[config.mk]
export PLATFORM = sky130hd
export DESIGN_NAME = junction_phase_scheduler
export DESIGN_NICKNAME = d
export VERILOG_FILES = /design/src/rtl/junction_pkg.sv /design/src/rtl/junction_phase_scheduler_rr_pick.sv /design/src/rtl/junction_phase_scheduler.sv
export SDC_FILE = /design/constraint.sdc
export NUM_CORES = 1
export LEC_CHECK = 0
export CAP_MARGIN = 20
export CORE_MARGIN = 3
export CORE_UTILIZATION = 35
export CTS_CLUSTER_SIZE = 16
export DETAILED_ROUTE_END_ITERATION = 16
export GPL_ROUTABILITY_DRIVEN = 0
export SKIP_CTS_REPAIR_TIMING = 1
export SYNTH_ARGS = -nofsm -noshare
export SYNTH_HDL_FRONTEND = slang
export SYNTH_SLANG_ARGS = --single-unit
export TNS_END_PERCENT = 100
[constraint.sdc]
create_clock -name clock -period 3.38 [get_ports clock]
set_input_delay 1.014 -clock clock [delete_from_list [all_inputs] [get_ports clock]]
set_output_delay 1.014 -clock clock [all_outputs]
set_load 0.1 [all_outputs]
[src/rtl/junction_pkg.sv]
// Shared definitions for the junction phase scheduler: lamp codes, the
// phase encoding and default timing parameters.
package junction_pkg;

    localparam logic [1:0] LAMP_RED    = 2'd0;
    localparam logic [1:0] LAMP_YELLOW = 2'd1;
    localparam logic [1:0] LAMP_GREEN  = 2'd2;

    typedef enum logic [1:0] {
        PH_GREEN  = 2'd0,
        PH_YELLOW = 2'd1,
        PH_ALLRED = 2'd2,
        PH_WALK   = 2'd3
    } phase_e;

    localparam int DEF_NUM_APPR    = 4;
    localparam int DEF_CNT_W       = 8;
    localparam int DEF_MIN_GREEN   = 3;
    localparam int DEF_MAX_GREEN   = 6;
    localparam int DEF_YELLOW_TIME = 2;
    localparam int DEF_ALLRED_TIME = 1;
    localparam int DEF_WALK_TIME   = 4;

endpackage

[src/rtl/junction_phase_scheduler_rr_pick.sv]
// Combinational round-robin finder: first set bit of pending scanning
// cur+1, cur+2, ... with wrap (cur itself is examined last).
module rr_pick #(
    parameter int N     = 4,
    parameter int IDX_W = 2
) (
    input  logic [N-1:0]     pending,
    input  logic [IDX_W-1:0] cur,
    output logic [IDX_W-1:0] next_idx,
    output logic             any
);

    int               idx;
    logic [IDX_W-1:0] idx_sel;

    // Scan from the farthest candidate down to the nearest so the nearest wins.
    always_comb begin
        next_idx = '0;
        idx      = 0;
        idx_sel  = '0;
        for (int k = N; k >= 1; k--) begin
            idx = int'(cur) + k;
            if (idx >= N) begin
                idx = idx - N;
            end
            idx_sel = IDX_W'(idx);
            if (pending[idx_sel]) begin
                next_idx = idx_sel;
            end
        end
        any = |pending;
    end

endmodule

[src/rtl/junction_phase_scheduler.sv]
// Multi-approach junction phase scheduler. Latches sensor requests, serves
// approaches round-robin through GREEN -> YELLOW -> ALLRED with tick-based
// min/max green timing. Optional pedestrian WALK phase under PED_CROSSING_EN.
module junction_phase_scheduler
    import junction_pkg::*;
#(
    parameter int NUM_APPR    = DEF_NUM_APPR,
    parameter int CNT_W       = DEF_CNT_W,
    parameter int MIN_GREEN   = DEF_MIN_GREEN,
    parameter int MAX_GREEN   = DEF_MAX_GREEN,
    parameter int YELLOW_TIME = DEF_YELLOW_TIME,
    parameter int ALLRED_TIME = DEF_ALLRED_TIME,
    parameter int WALK_TIME   = DEF_WALK_TIME
) (
    input  logic                        clock,
    input  logic                        clear,
    input  logic                        tick,
    input  logic [NUM_APPR-1:0]         req,
`ifdef PED_CROSSING_EN
    input  logic                        ped_req,
    output logic                        walk,
`endif
    output logic [2*NUM_APPR-1:0]       sig,
    output logic [$clog2(NUM_APPR)-1:0] cur_appr,
    output logic [1:0]                  phase
);

    localparam int IDX_W = $clog2(NUM_APPR);
    localparam logic [CNT_W:0] MIN_G = (CNT_W+1)'(MIN_GREEN);
    localparam logic [CNT_W:0] MAX_G = (CNT_W+1)'(MAX_GREEN);
    localparam logic [CNT_W:0] YEL_T = (CNT_W+1)'(YELLOW_TIME);
    localparam logic [CNT_W:0] AR_T  = (CNT_W+1)'(ALLRED_TIME);

    phase_e                phase_q, phase_d;
    logic [IDX_W-1:0]      cur_q, cur_d;
    logic [CNT_W-1:0]      timer_q, timer_d;
    logic [NUM_APPR-1:0]   pending_q, pending_d;
    logic [2*NUM_APPR-1:0] sig_q, sig_d;
    logic [CNT_W:0]        e;
    logic [NUM_APPR-1:0]   cur_onehot, next_onehot;
    logic [IDX_W-1:0]      rr_idx;
    logic                  rr_any, demand, req_cur, enter_green;
`ifdef PED_CROSSING_EN
    localparam logic [CNT_W:0] WALK_T = (CNT_W+1)'(WALK_TIME);
    logic ped_pend_q, ped_pend_d, walk_q, walk_d, ped_clr;
`endif

    rr_pick #(.N(NUM_APPR), .IDX_W(IDX_W)) u_rr_pick (
        .pending  (pending_q),
        .cur      (cur_q),
        .next_idx (rr_idx),
        .any      (rr_any)
    );

    // One-hot views of the current and next owner, and per-approach lamp codes.
    for (genvar gi = 0; gi < NUM_APPR; gi++) begin : g_appr
        assign cur_onehot[gi]  = (cur_q == IDX_W'(gi));
        assign next_onehot[gi] = (cur_d == IDX_W'(gi));
        assign sig_d[2*gi +: 2] =
            (next_onehot[gi] && phase_d == PH_GREEN)  ? LAMP_GREEN  :
            (next_onehot[gi] && phase_d == PH_YELLOW) ? LAMP_YELLOW : LAMP_RED;
    end

    assign e       = {1'b0, timer_q} + 1'b1;
    assign req_cur = |(req & cur_onehot);
`ifdef PED_CROSSING_EN
    assign demand  = (|(pending_q & ~cur_onehot)) | ped_pend_q;
`else
    assign demand  = |(pending_q & ~cur_onehot);
`endif

    // Phase sequencing and phase timer.
    always_comb begin
        phase_d     = phase_q;
        cur_d       = cur_q;
        timer_d     = timer_q;
        enter_green = 1'b0;
`ifdef PED_CROSSING_EN
        ped_clr     = 1'b0;
`endif
        case (phase_q)
            PH_GREEN: begin
                if (tick) begin
                    if (e >= MIN_G && demand && (!req_cur || e >= MAX_G)) begin
                        phase_d = PH_YELLOW;
                        timer_d = '0;
                    end else begin
                        timer_d = (e >= MAX_G) ? MAX_G[CNT_W-1:0] : e[CNT_W-1:0];
                    end
                end
            end
            PH_YELLOW: begin
                if (tick) begin
                    if (e == YEL_T) begin
                        phase_d = PH_ALLRED;
                        timer_d = '0;
                    end else begin
                        timer_d = e[CNT_W-1:0];
                    end
                end
            end
            PH_ALLRED: begin
                if (tick) begin
                    if (e == AR_T) begin
                        timer_d = '0;
`ifdef PED_CROSSING_EN
                        if (ped_pend_q) begin
                            phase_d = PH_WALK;
                            ped_clr = 1'b1;
                        end else
`endif
                        begin
                            phase_d     = PH_GREEN;
                            enter_green = 1'b1;
                            if (rr_any) cur_d = rr_idx;
                        end
                    end else begin
                        timer_d = e[CNT_W-1:0];
                    end
                end
            end
`ifdef PED_CROSSING_EN
            PH_WALK: begin
                if (tick) begin
                    if (e == WALK_T) begin
                        timer_d     = '0;
                        phase_d     = PH_GREEN;
                        enter_green = 1'b1;
                        if (rr_any) cur_d = rr_idx;
                    end else begin
                        timer_d = e[CNT_W-1:0];
                    end
                end
            end
`endif
            default: begin
                phase_d = PH_ALLRED;
                timer_d = '0;
            end
        endcase
    end

    // Request latching: the green owner does not re-latch itself; entry clears.
    always_comb begin
        pending_d = (pending_q | (req & ~((phase_q == PH_GREEN) ? cur_onehot : '0)))
                  & ~(enter_green ? next_onehot : '0);
`ifdef PED_CROSSING_EN
        ped_pend_d = (ped_pend_q | ped_req) & ~ped_clr;
        walk_d     = (phase_d == PH_WALK);
`endif
    end

    // State and registered outputs; clear overrides everything including tick.
    always_ff @(posedge clock) begin
        if (clear) begin
            phase_q   <= PH_GREEN;
            cur_q     <= '0;
            timer_q   <= '0;
            pending_q <= '0;
            sig_q     <= (2*NUM_APPR)'(LAMP_GREEN);
`ifdef PED_CROSSING_EN
            ped_pend_q <= 1'b0;
            walk_q     <= 1'b0;
`endif
        end else begin
            phase_q   <= phase_d;
            cur_q     <= cur_d;
            timer_q   <= timer_d;
            pending_q <= pending_d;
            sig_q     <= sig_d;
`ifdef PED_CROSSING_EN
            ped_pend_q <= ped_pend_d;
            walk_q     <= walk_d;
`endif
        end
    end

    assign sig      = sig_q;
    assign cur_appr = cur_q;
    assign phase    = phase_q;
`ifdef PED_CROSSING_EN
    assign walk     = walk_q;
`endif

endmodule

==> impl_metrics.csv, run 1 <==
group,metric,value,unit
synth,synthDominantCellAreaShare,28.13,%
sta,timing_worst_slew_pin_value,0.6736,ns
worst_setup_path,cp_cell_sequence,"ha_1, nand3_2, or4_1, and3_4, a2111oi_0, nor2_1, o21ai_0, o211ai_1",
sta,timing.final.max_slew_violations,0,
sta,clock.fmax,337.7,MHz
power,leakagePower,0.0007919,uW
global_route,grt_max_degree,16,
synth,yosys_warnings,0,
global_route,grt_pass1_vias,1537,
final_layout,diodes_inserted,0,
synth,net_count_after_synthesis,241,
drt,antenna_left,0,
synth,synth-seq-area-share,28.13,%
final_layout,layout.nets,261,
job,timing.max_cap.violations,0,
drt,route.detailed.vias_per_inst,5.674,
place,dp_hpwl,3.395,mm
drt,drtPass1Iterations,4,
cts,clk_root_buffer_cell,"sky130_fd_sc_hd__clkbuf_8",
worst_setup_path,crit_path_max_fanout,11,
synth,post_synth_instance_area,1708,um^2
final_layout,design_area,2031,um^2
global_route,grt_first_pass_wirelength,7.562,mm
sta,totalNegativeSetupSlack,0,ns
sta,period_needed,2.961,ns
min_path,timing.hold.worst.class,"reg2reg",
power,share_seq_of_total_power,36.7,%
cts,cts_made_buffers,3,
cts,tritoncts,"built",
final_layout,area_growth,18.90,%
synth,synth_top_area_cell,"sky130_fd_sc_hd__dfxtp_1",
worst_setup_path,worstSetupStartpointType,"register",
drt,drc_errors,0,
sta,final.period_utilization,87.60,%
synth,ffs_w_async_s_r_synth,0,%
die,io-pin-count,19,
run_status,outcome,"complete, no violations",
drt,drt-wirelength-per-cell,14.55,um
sta,fin_hold_ws,0.5566,ns
worst_setup_path,worst_path_max_delay_cell,"sky130_fd_sc_hd__a2111oi_0",
cts,cts_max_path_buffers,2,
die,floorplan.initialDensity,37.67,%
place,io_buffer_count,18,
cts,cts.sinks,24,
sta,rsz0062_at_grt,"false",
power,power.share.switching,36.25,%
die,floorplan.die.width,75.86,um
global_route,initial_antenna_violation_count,0,
synth,biggest_area_contributors_in_the_synthesized_netlist,"sky130_fd_sc_hd__dfxtp_1, sky130_fd_sc_hd__ha_1, sky130_fd_sc_hd__a21oi_1",
power,internal,557.3,uW
sta,fin_worst_skew,0.007061,ns
worst_setup_path,critPathKind,"reg2reg",
synth,postSynth.topFlopCell,"sky130_fd_sc_hd__dfxtp_1",
power,netSwitchingPower,316.8,uW
power,share_clk_of_total_power,29.3,%
cts,clkTransAtPathRegs,0.09,ns
synth,post_synth_num_cell_types,52,
power,combinational_share_of_power,34.0,%
cts,cts_htree_levels,1,
power,finalPower,874.1,uW
synth,yosys_register_bits,24,
place,dpl_cell_area,1959,um^2
die,dieArea,5754,um^2
sta,worst_slew_margin_rel,53.93,%
worst_setup_path,cp_slowest_stage_delay,0.60,ns
global_route,grt_use_total,16.98,%
die,design.core.area,4534,um^2
synth,synth-edff-count,0,
drt,detail_route.iter0.violations,221,
drt,drt_wl_total,4.509,mm
die,placementRows,24,
sta,setup_viol,0,
global_route,globalRouteOverflowTotal,0,
worst_setup_path,crit_arrival,3.12,ns
synth,synthesis.area_per_instance,7.557,um^2
power,power_density,430.4,nW/um^2
power,vdd_drop_max,0.2311,mV
final_layout,finalCoreUtilization,44.78,%
final_layout,drive_above_1_share,13.88,%
worst_setup_path,critPathRequiredTime,3.54,ns
synth,synthesis.instances,226,
worst_setup_path,end_kind,"register",
cts,insertion_delay,0.28,ns
sta,report.final.hold_viol_count,0,
drt,vias,1759,
die,die_height,75.86,um
cell usage in the layout (no fill, tap or decap), drive strengths merged, types with 6 or more instances in the layout:
cell,count
a21oi,18
a31oi,6
buf,21
clkdlybuf4s50,6
dfxtp,24
ha,8
inv,14
nand2,21
nand3,12
nand4,6
nor2,19
nor3,9
o21ai,16
critical path: cells and delay by family, from the launching register on:
| family | cells | cell delay [ns] |
|---|---|---|
| AND/OR/NAND/NOR | 4 | 1.19 |
| adder cells (fa/ha/maj) | 1 | 0.24 |
| AO/OA/AOI/OAI | 3 | 1.07 |
| flip-flops | 1 | 0.34 |
power groups by stage:
| stage | clock [uW] | combinational (uW) | sequential [uW] |
|---|---|---|---|
| after floorplan | 0 | 173 | 369 |
| final | 256 | 297 | 321 |
| after detailed placement | 0 | 295 | 327 |
| after global routing | 268 | 326 | 324 |
| after global placement | 0 | 295 | 328 |
| after CTS | 263 | 296 | 321 |
synth_stat cells, types with 3 or more instances:
library cell               count
sky130_fd_sc_hd__and2_1        3
sky130_fd_sc_hd__nor2_1       19
sky130_fd_sc_hd__o21ai_0      16
sky130_fd_sc_hd__o211ai_1      4
sky130_fd_sc_hd__a21oi_1      18
sky130_fd_sc_hd__nand3_1      11
sky130_fd_sc_hd__a21boi_0      4
sky130_fd_sc_hd__ha_1          8
sky130_fd_sc_hd__nand2_1      21
sky130_fd_sc_hd__clkbuf_1      8
sky130_fd_sc_hd__nor3_1        9
sky130_fd_sc_hd__a31oi_1       6
sky130_fd_sc_hd__dfxtp_1      24
sky130_fd_sc_hd__inv_1        14
sky130_fd_sc_hd__o221ai_1      3
sky130_fd_sc_hd__o31ai_1       3
sky130_fd_sc_hd__a211o_1       3
sky130_fd_sc_hd__nand4_1       6
final timing paths:
path	startpoint	slack, ns	end	cells after the start
hold reg to reg	timer_q[6]	0.56	timer_q[6]	2
setup reg to reg	timer_q[1]	0.42	timer_q[2]	8
setup / recovery	timer_q[1]	0.42	timer_q[2]	8
hold / removal	timer_q[6]	0.56	timer_q[6]	2
stage by stage:
stage | std cells | setup slack (ns)
after floorplan | 226 | 0.3631
after global placement | 306 | 0.2517
after detailed placement | 306 | 0.1996
after CTS | 310 | 0.4711
after global routing | 310 | 0.1682
final | 310 | 0.4191
state kept, by name, indices dropped and copies added, names as in the netlist:
name,flops
sig,8
timer_q,8
pending_q,4
cur_appr,2
phase,2
layer usage:
layer | routed length, um | vias up | global-route usage, %
li1 | - | 881 | -
met1 | 2027 | 815 | 23.03
met2 | 2170 | 56 | 27.95
met3 | 254 | 7 | 2.770
met4 | 56 | 0 | 4.272
met5 | 0 | - | 0
cell type report:
cell class / count / area (um^2)
clock buffer: 3 / 41.29
clock inverter: 1 / 30.03
fill: 473 / 2504
inverter: 14 / 52.55
multi-input combinational: 176 / 1127
sequential: 24 / 480.5
tap: 65 / 81.33
timing repair buffer: 27 / 217.7
logic make-up (layout without fill, tap and decap cells):
| kind of cell | count (synthesis) | count (layout) | synth area share, % |
|---|---|---|---|
| mux | 4 | 4 | 3.150 |
| xor+xnor | 1 | 1 | 0.5129 |
| flops | 24 | 24 | 28.13 |
| simple gates | 88 | 88 | 27.03 |
| fa+ha+maj | 8 | 8 | 5.861 |
| compound gates | 75 | 75 | 29.45 |
| buf+inv | 26 | 45 | 5.861 |
Note: power is estimated with default switching activity, not from simulation.
==> run 2, diff against run 1 <==
CORE_MARGIN = unset   (was 3)
GPL_TIMING_DRIVEN = 0   (was unset)
==> impl_metrics.csv, run 2 (same netlist as run 1, synthesis figures left out) <==
group,metric,value,unit
place,dpl_cell_area,1962,um^2
final_layout,area_growth,19.12,%
global_route,grt_use_total,19.05,%
cts,insertion_delay,0.27,ns
worst_setup_path,worstSetupStartpointType,"register",
drt,antenna_left,0,
sta,fin_worst_skew,0.006277,ns
job,timing.max_cap.violations,0,
cts,cts.sinks,24,
cts,clk_root_buffer_cell,"sky130_fd_sc_hd__clkbuf_8",
place,dp_hpwl,3.394,mm
cts,clkTransAtPathRegs,0.10,ns
worst_setup_path,timing.critical_path.depth,8,
sta,timing.final.max_slew_violations,0,
worst_setup_path,critPathRequiredTime,3.51,ns
sta,post-route-worst-setup-slack,0.1780,ns
power,share_clk_of_total_power,29.5,%
final_layout,layout.nets,263,
power,vdd_drop_max,0.2599,mV
sta,rsz0062_at_grt,"false",
min_path,timing.hold.worst.class,"reg2reg",
sta,clock.fmax,312.3,MHz
power,power_density,430.7,nW/um^2
global_route,initial_antenna_violation_count,0,
place,io_buffer_count,17,
final_layout,diodes_inserted,0,
global_route,grt_max_degree,15,
worst_setup_path,crit_buf_inv,0,
cts,cts_made_buffers,3,
worst_setup_path,worstRegToRegCells,8,
drt,route.detailed.vias_per_inst,5.567,
die,placementRows,25,
sta,timing_worst_slew_pin_value,0.9710,ns
power,leakagePower,0.0007432,uW
drt,vias,1748,
worst_setup_path,critPathKind,"reg2reg",
global_route,grt_first_pass_wirelength,7.948,mm
die,io-pin-count,19,
power,combinational_share_of_power,33.6,%
worst_setup_path,crit_arrival,3.34,ns
global_route,globalRouteOverflowTotal,0,
sta,fin_hold_ws,0.5598,ns
sta,setup_viol,0,
worst_setup_path,cp_cell_sequence,"ha_1, nand3_2, or4_1, and3_4, nor4_4, o41ai_2, mux2i_1, a311oi_1",
sta,report.final.hold_viol_count,0,
final_layout,finalNonFillerCells,314,
cts,tritoncts,"built",
worst_setup_path,crit_path_max_fanout,8,
die,floorplan.die.width,71.86,um
die,design.core.area,4723,um^2
drt,drc_errors,0,
min_path,worstHoldPathCells,2,
run_status,outcome,"complete, no violations",
cts,cts_max_path_buffers,2,
final_layout,design_area,2034,um^2
drt,drtPass1Iterations,4,
worst_setup_path,end_kind,"register",
sta,period_needed,3.202,ns
final_layout,drive_above_1_share,6.073,%
place,detailedPlace.worstSlack,-0.04357,ns
cts,cts_htree_levels,1,
final_layout,mostFrequentLayoutCell,"sky130_fd_sc_hd__dfxtp_1",
drt,drt_wl_total,4.582,mm
power,internal,554.4,uW
sta,final.period_utilization,94.73,%
place,placed_cells,310,
power,share_seq_of_total_power,36.9,%
global_route,grt_pass1_vias,1657,
die,dieArea,5163,um^2
sta,worst_slew_margin_rel,35.06,%
drt,detail_route.iter0.violations,116,
final_layout,final_cell_mix,"sky130_fd_sc_hd__dfxtp_1, sky130_fd_sc_hd__nand2_1, sky130_fd_sc_hd__nor2_1",
worst_setup_path,worst_path_max_delay_cell,"sky130_fd_sc_hd__or4_1",
worst_setup_path,critical-path-top-delay-family,"simple AND/OR/NAND/NOR gates",
power,power.share.switching,36.72,%
drt,drt-wirelength-per-cell,14.59,um
die,floorplan.initialDensity,36.16,%
worst_setup_path,cp_slowest_stage_delay,0.60,ns
die,die_height,71.86,um
power,netSwitchingPower,321.8,uW
-- run 2: final cells by class --
cell class | instances | area (um^2)
inverter | 14 | 52.55
clock inverter | 1 | 30.03
tap | 67 | 83.83
sequential | 24 | 480.5
multi-input combinational | 176 | 1129
timing repair buffer | 17 | 170.2
buffer | 12 | 47.55
clock buffer | 3 | 41.29
fill | 478 | 2689
-- run 2: path summary, 6_finish.rpt --
kind / start / endpoint / slack, ns
worst max register to register: timer_q[0] / pending_q[1] / 0.18
worst min register to register: timer_q[6] / timer_q[6] / 0.56
worst max-delay path: timer_q[0] / pending_q[1] / 0.18
worst min-delay path: timer_q[6] / timer_q[6] / 0.56
-- run 2: per-layer routing --
metal,wire (um),up-vias,GRT usage (%)
met5,0,-,0
li1,-,883,-
met1,2226,829,26.71
met2,2194,34,32.18
met4,8,0,2.179
met3,153,2,2.532
-- run 2: power groups by stage --
stage / logic [uW] / registers (uW) / clock network [uW]
6_report: 294 / 324 / 259
5_1_grt: 322 / 327 / 272
4_1_cts: 290 / 323 / 260
3_5_place_dp: 288 / 330 / 0
3_3_place_gp: 288 / 330 / 0
2_1_floorplan: 173 / 369 / 0
-- run 2: stage by stage --
step | util, % | total power [uW] | TNS, ns
2_1_floorplan | - | 541.8 | 0
3_3_place_gp | 41.54 | 617.0 | -0.01190
3_5_place_dp | 41.54 | 617.9 | -0.06052
4_1_cts | 43.05 | 873.0 | 0
5_1_grt | 43.07 | 920.6 | 0
6_report | 43.07 | 876.2 | 0
-- run 2: worst reg2reg max path: cells and delay by family (launching register included) --
kind            cells  cell delay, ns
compound gates      2            0.41
fa+ha+maj           1            0.25
flops               1            0.40
mux                 1            0.54
simple gates        4            1.46
